--- src/rtl/apb_master_pkg.sv ---
// apb_master_pkg: shared state encoding, default widths and response record for the APB initiator
package apb_master_pkg;
  localparam int DEF_ADDR_WIDTH = 9;
  localparam int DEF_DATA_WIDTH = 32;
  localparam int DEF_TIMEOUT_CYCLES = 255;
  typedef enum logic [1:0] {IDLE = 2'd0, SETUP = 2'd1, ACCESS = 2'd2, RESP = 2'd3} apb_state_e;
  typedef struct packed {
    logic [DEF_DATA_WIDTH-1:0] rdata;
    logic                      error;
  } apb_rsp_t;
endpackage

--- src/rtl/apb_master_timeout.sv ---
// apb_master_timeout: ACCESS wait counter with expiry flag, used only when APB_MASTER_TIMEOUT_EN is defined
module apb_master_timeout #(
  parameter int LIMIT = 255
) (
  input  logic clk,
  input  logic rst,
  input  logic clr,
  input  logic inc,
  output logic expired
);
  localparam int CW = $clog2(LIMIT + 1);
  logic [CW-1:0] cnt;
  always_ff @(posedge clk or posedge rst)
    if (rst) cnt <= '0;
    else cnt <= clr ? '0 : cnt + CW'(inc);
  // this wait cycle would bring the count up to LIMIT
  assign expired = inc && (cnt == CW'(LIMIT - 1));
endmodule

--- src/rtl/apb_master.sv ---
// apb_master: valid/ready request to APB SETUP/ACCESS initiator, one transfer at a time
// Optional ACCESS timeout abort enabled by defining APB_MASTER_TIMEOUT_EN.
module apb_master
  import apb_master_pkg::*;
#(
  parameter int APB_ADDR_WIDTH = DEF_ADDR_WIDTH,
  parameter int APB_DATA_WIDTH = DEF_DATA_WIDTH,
  parameter int TIMEOUT_CYCLES = DEF_TIMEOUT_CYCLES
) (
  input  logic                      HCLK,
  input  logic                      HRESET,
  input  logic                      req_valid_i,
  output logic                      req_ready_o,
  input  logic                      req_write_i,
  input  logic [APB_ADDR_WIDTH-1:0] req_addr_i,
  input  logic [APB_DATA_WIDTH-1:0] req_wdata_i,
  output logic                      rsp_valid_o,
  input  logic                      rsp_ready_i,
  output logic [APB_DATA_WIDTH-1:0] rsp_rdata_o,
  output logic                      rsp_error_o,
  output logic [APB_ADDR_WIDTH-1:0] PADDR,
  output logic [APB_DATA_WIDTH-1:0] PWDATA,
  output logic                      PWRITE,
  output logic                      PSEL,
  output logic                      PENABLE,
  input  logic [APB_DATA_WIDTH-1:0] PRDATA,
  input  logic                      PREADY,
  input  logic                      PSLVERR
);
  apb_state_e                state_q, state_d;
  apb_rsp_t                  rsp_q, rsp_d;
  logic [APB_ADDR_WIDTH-1:0] paddr_d;
  logic [APB_DATA_WIDTH-1:0] pwdata_d;
  logic                      pwrite_d, psel_d, penable_d, rsp_valid_d, expired;

  if (TIMEOUT_CYCLES < 1) begin : g_bad_timeout
    $error("TIMEOUT_CYCLES must be >= 1");
  end

`ifdef APB_MASTER_TIMEOUT_EN
  apb_master_timeout #(.LIMIT(TIMEOUT_CYCLES)) u_timeout (
    .clk     (HCLK),
    .rst     (HRESET),
    .clr     (state_q != ACCESS),
    .inc     (state_q == ACCESS && !PREADY),
    .expired (expired)
  );
`else
  assign expired = 1'b0;
`endif

  assign req_ready_o = (state_q == IDLE);
  assign rsp_rdata_o = APB_DATA_WIDTH'(rsp_q.rdata);
  assign rsp_error_o = rsp_q.error;

  always_comb begin
    state_d     = state_q;
    paddr_d     = PADDR;
    pwdata_d    = PWDATA;
    pwrite_d    = PWRITE;
    psel_d      = PSEL;
    penable_d   = PENABLE;
    rsp_valid_d = rsp_valid_o;
    rsp_d       = rsp_q;
    case (state_q)
      IDLE: if (req_valid_i) begin
        state_d  = SETUP;
        paddr_d  = req_addr_i;
        pwdata_d = req_wdata_i;
        pwrite_d = req_write_i;
        psel_d   = 1'b1;
      end
      SETUP: begin
        state_d   = ACCESS;
        penable_d = 1'b1;
      end
      ACCESS: if (PREADY || expired) begin
        state_d     = RESP;
        psel_d      = 1'b0;
        penable_d   = 1'b0;
        rsp_valid_d = 1'b1;
        // a timeout abort only happens with PREADY low, so PREADY alone picks the outcome
        rsp_d.rdata = (PREADY && !PWRITE) ? DEF_DATA_WIDTH'(PRDATA) : '0;
        rsp_d.error = PREADY ? PSLVERR : 1'b1;
      end
      RESP: if (rsp_ready_i) begin
        state_d     = IDLE;
        rsp_valid_d = 1'b0;
      end
      default: state_d = IDLE;
    endcase
  end

  always_ff @(posedge HCLK or posedge HRESET)
    if (HRESET) begin
      state_q     <= IDLE;
      PADDR       <= '0;
      PWDATA      <= '0;
      PWRITE      <= 1'b0;
      PSEL        <= 1'b0;
      PENABLE     <= 1'b0;
      rsp_valid_o <= 1'b0;
      rsp_q       <= '0;
    end else begin
      state_q     <= state_d;
      PADDR       <= paddr_d;
      PWDATA      <= pwdata_d;
      PWRITE      <= pwrite_d;
      PSEL        <= psel_d;
      PENABLE     <= penable_d;
      rsp_valid_o <= rsp_valid_d;
      rsp_q       <= rsp_d;
    end
endmodule

--- config.mk ---
export PLATFORM = sky130hd
export DESIGN_NAME = apb_master
export DESIGN_NICKNAME = d
export VERILOG_FILES = /design/src/rtl/apb_master_pkg.sv /design/src/rtl/apb_master_timeout.sv /design/src/rtl/apb_master.sv
export SDC_FILE = /design/constraint.sdc
export NUM_CORES = 1
export LEC_CHECK = 0
export BUFFER_PORTS_ARGS = -buffer_cell sky130_fd_sc_hd__buf_4
export CORE_MARGIN = 2
export CORE_UTILIZATION = 39
export CTS_BUF_LIST = sky130_fd_sc_hd__clkbuf_16
export CTS_CLUSTER_SIZE = 28
export DETAILED_ROUTE_END_ITERATION = 6
export HOLD_SLACK_MARGIN = 0.08
export PLACE_DENSITY_LB_ADDON = 0.1
export SYNTH_ARGS = -nofsm -noshare
export SYNTH_HDL_FRONTEND = slang
export SYNTH_SLANG_ARGS = --single-unit
--- constraint.sdc ---
create_clock -name HCLK -period 2.4 [get_ports HCLK]
set_input_delay 0.36 -clock HCLK [delete_from_list [all_inputs] [get_ports HCLK]]
set_output_delay 0.36 -clock HCLK [all_outputs]
set_load 0.01 [all_outputs]
* Word-level counts from Yosys, hierarchy flattened
Cells that the tools add are included.
** Operators by class
- Muxes and demuxes :: 12
- Reduce and logical (&&, ||, !) cells :: 12
- Equality and inequality tests :: 6
** Operator list (count)
- 2-to-1 mux 32 bit :: 1
- AND reduction 3 bit :: 3
- one-hot mux 2 bit (4 select lines) :: 1
- 2-to-1 mux 2 bit :: 3
- inequality test 2 bit, second input constant :: 3
- one-hot mux 1 bit (2 select lines) :: 3
- AND reduction 2 bit :: 3
- nonzero test 2 bit :: 3
- == test 2 bit, second input constant :: 2
- 2-to-1 mux 1 bit :: 4
- == test 2 x 1 -> 1 bit, second input constant :: 1
- logical NOT 2 bit :: 1
- logical AND 1 bit :: 1
- logical NOT 1 bit :: 1
** Storage, ports and cells
- Output and inout port bits :: 79
- Flip-flop bits (word level) :: 80
- Bits of input ports :: 80

* Logic depth before layout (Yosys ltp)
- Word-level depth :: 3
- Depth in mapped cells :: 7
- Gate-level depth less buffers :: 5

* Worst setup path before layout
Ideal clock, no wire load.
- Kind :: reg-to-reg
- From :: register state_q[0]
- To :: register state_q[1]
- Arrival time :: 1370 ps
- Slack :: 905 ps
- Setup time :: 125 ps
- Buffers on the path :: 0
- Required time :: 2275 ps
- Stages on the path, launching flop included :: 6
- Cells stage by stage :: dfrtp_1 inv_1 ha_1 nor2b_4 a221oi_4 mux2_4
** Between the ends
- Longest elaborated chain between the ends :: 3
- Elaborated cells between the ends (all ways) :: 9
- Those cells by class :: eq/ne: 6; mux: 1; reduce/logical: 2
** Ends and longest elaborated chain
- start: declaration :: line apb_master.sv:30 : apb_state_e state_q, state_d;
- start signal: assignment :: line apb_master.sv:105 : state_q <= state_d;
- == test 2 bit / logical NOT 2 bit (equally long branches) :: line apb_master.sv:65 : case (state_q)
- inequality test 2 bit (no line)
- AND reduction 3 bit (no line)
Several ways; a longest one is shown, not always the timed one.
A chain may end at the register's enable or synchronous reset.

* Worst setup path in the final report
- From :: register state_q[0]
- To :: register rsp_q (netlist bit rsp_rdata_o[25])
** Between the ends
- Longest elaborated chain between the ends :: 2
** Ends and longest elaborated chain
- == test 2 bit :: line apb_master.sv:65
- AND reduction 2 bit (no line)
- end signal: assignment :: line apb_master.sv:112 : rsp_q <= rsp_d;
- end: declaration :: line apb_master.sv:31 : apb_rsp_t rsp_q, rsp_d;
No other way between the ends.

==> reports/qor.yml <==
synthesis.nets: 350
post_cts_buffers: 0
setup-tns-final_ns: 0
vias: 2452
grt_max_degree: 81
start_kind: "register"
min_path_type: "in2async"
cp_data_arrival_time_ns: 2.04
drc_errors: 0
clkLatencyLatePin_ns: 0.33
antenna_found_initial: 0
cp_max_fo: 36
fill_cells: 723
critical_path_required_ns: 2.59
synth.area.top_cells: "dfrtp_1 60%, mux2_2 14%, nand2b_1 6.0%"
p_leak_nw: 2.411
cap_violations: 0
avgSynthCellArea_um2: 12.57
hold_ws_ns: 0.1485
drive_gt1_frac: 0.5257
rsz0062_at_grt: "false"
die_area_um2: 9265
end_kind: "register"
cts_resized: 0
syn_to_final_growth_pct: 46.55
dp_cells: 517
synth_seq_cells: 80
r2r-end: "rsp_rdata_o[25]"
fmax_mhz: 539.3
finalCriticalPeriod_ns: 1.854
timing.slew.headroom: 0.6576
drv_slew: 0
p_per_area_nw_per_um2: 1313
worst_slack_ns: 0.5457
htreeDepth: 3
final.period_utilization: 0.7726
ys.flop_type: "dfrtp_1"
cts_hold_buf: 0
grt_pass1_wl_um: 11120
cts.sink_count: 80
yosysTopAreaCellShare: 0.6031
dpl_worst_slack_ns: 0.5640
fin_cells: 533
dieWidth_um: 96.26
routed_via_density: 4.600
synthArstFlopShare: 1.000
finClkSkew_ns: 0.005168
avgRoutedWirePerCell_um: 14.08
vdd_drop_max_uv: 636.6
synth-edff-count: 0
synth_cell_types: 23
gp_congestion: 0.7465
synth_top_area_cell: "dfrtp_1"
nets: 509
grtUsageTotal: 0.1606
n_antenna_cell: 0
run_status: "complete, no violations"
cts.path.max_buffers: 2
grt_pass1_vias: 2288
netlist_top_cells_count: "80 x dfrtp_1, 42 x mux2_2, 35 x nand2_1, 32 x nand2b_1, 25 x o21ai_0"
path_class: "reg2reg"
drt-total-wl_um: 7502
synth_most_common_cell: "dfrtp_1"
port_buffers: 158
yosysWarningCount: 0
synth_area_um2: 3319
numCtsBuffers: 9
root_buffer: "clkbuf_16"
start_util: 0.4040
setup_viol: 0
postSynthCellCount: 264
dr.pass1.iters: 4
yosysSeqAreaShare: 0.6031
tightest_slew_ns: 0.5136
tritoncts: "built"
grt-ovfl-total: 0
hold_viol_final: 0
drt_iter0_drc: 81
rows: 33
regToRegStartpoint: "state_q[0]"
ant_nets: 0
dp_hpwl_um: 5483
die_y_um: 96.26
pin_count: 159
rr_worst_depth: 5
clk_pin_slew_ns: 0.06
r2r_setup_slack_ns: 0.55
coreArea_um2: 8217
-- layout by cell type, fill, tap and decap left out --
| cell | netlist | routed |
|---|---|---|
| clkinv_2 | 0 | 3 |
| mux2_1 | 1 | 1 |
| nand2_1 | 35 | 35 |
| a221oi_4 | 1 | 1 |
| dfrtp_1 | 80 | 80 |
| buf_12 | 0 | 2 |
| a22o_1 | 1 | 1 |
| nor2_1 | 1 | 1 |
| ha_1 | 6 | 6 |
| inv_2 | 1 | 1 |
| a211oi_1 | 2 | 2 |
| o21ai_0 | 25 | 25 |
| inv_1 | 5 | 4 |
| nand2b_1 | 32 | 32 |
| nor2b_4 | 1 | 1 |
| mux2i_1 | 3 | 3 |
| o22ai_1 | 1 | 1 |
| clkinv_1 | 0 | 2 |
| clkinvlp_4 | 0 | 2 |
| buf_4 | 0 | 160 |
| nand2_2 | 2 | 2 |
| nor2b_1 | 2 | 2 |
| o21ai_1 | 8 | 8 |
| mux2_4 | 1 | 1 |
| clkinv_4 | 0 | 1 |
| mux2_2 | 42 | 42 |
| clkbuf_16 | 0 | 9 |
-- registers in the layout, summed over array words and instances (netlist names) --
name,flops
PADDR,9
rsp_rdata_o,32
PENABLE,1
state_q,2
PSEL,1
rsp_valid_o,1
PWRITE,1
PWDATA,32
rsp_error_o,1
-- layer usage --
| layer | vias to the layer above | track usage | wire [um] | part of all wire |
|---|---|---|---|---|
| li1 | 1199 | - | - | - |
| met1 | 1164 | 0.1932 | 2906 | 0.39 |
| met2 | 76 | 0.2691 | 3941 | 0.53 |
| met3 | 13 | 0.03994 | 515 | 0.069 |
| met4 | 0 | 0.07619 | 138 | 0.018 |
| met5 | - | 0 | 0 | 0 |
-- worst max-delay path by stage --
stage	endpoint	slack, ns	cells after the start	startpoint
after global placement	rsp_rdata_o[6]	0.64	5	state_q[0]
after floorplan	state_q[1]	0.90	5	state_q[0]
final	rsp_rdata_o[25]	0.55	5	state_q[0]
after global routing	rsp_rdata_o[25]	0.32	5	state_q[0]
after detailed placement	rsp_rdata_o[22]	0.56	5	state_q[0]
after CTS	rsp_rdata_o[25]	0.54	5	state_q[0]
-- critical path: stages, from the launching register on --
cell and delay [ns]:
dfrtp_1 0.38, inv_1 0.11, ha_1 0.26, nand2_2 0.39, buf_4 0.40, o21ai_0 0.17
-- power by group --
part	switching [mW]	internal, mW
Combinational	1.20	1.59
Clock	0.516	0.688
Sequential	0.388	2.01
Total	2.10	4.29
-- through the flow --
step                  util  power [mW]  instance area (um^2)
floorplan                -       3.892                  3323
global placement    0.5599       5.184                  4601
detailed placement  0.5599       5.283                  4601
CTS                 0.5921       6.508                  4865
global route        0.5921       6.845                  4865
finish              0.5921       6.389                  4865
-- final cells by class --
| type | instances | area (um^2) | share of cell area |
|---|---|---|---|
| sequential | 80 | 2002 | 0.4115 |
| timing repair buffer | 162 | 1241 | 0.2551 |
| multi-input combinational | 164 | 1200 | 0.2467 |
| clock buffer | 9 | 225.2 | 0.04630 |
| tap | 105 | 131.4 | 0.02701 |
| clock inverter | 7 | 38.79 | 0.007973 |
| inverter | 6 | 26.28 | 0.005401 |
-- kinds of logic (layout without fill, tap and decap cells) --
kind of cell,after synthesis,in the layout,share of synthesized area
and+or+nand+nor,73,73,0.1127
buffers and inverters,20,184,0.03543
adders and majority gates,6,6,0.02262
muxes,47,47,0.1594
DFF,80,80,0.6031
AOI/OAI and AO/OA,38,38,0.06672
Note: power is estimated with default switching activity, not from simulation.
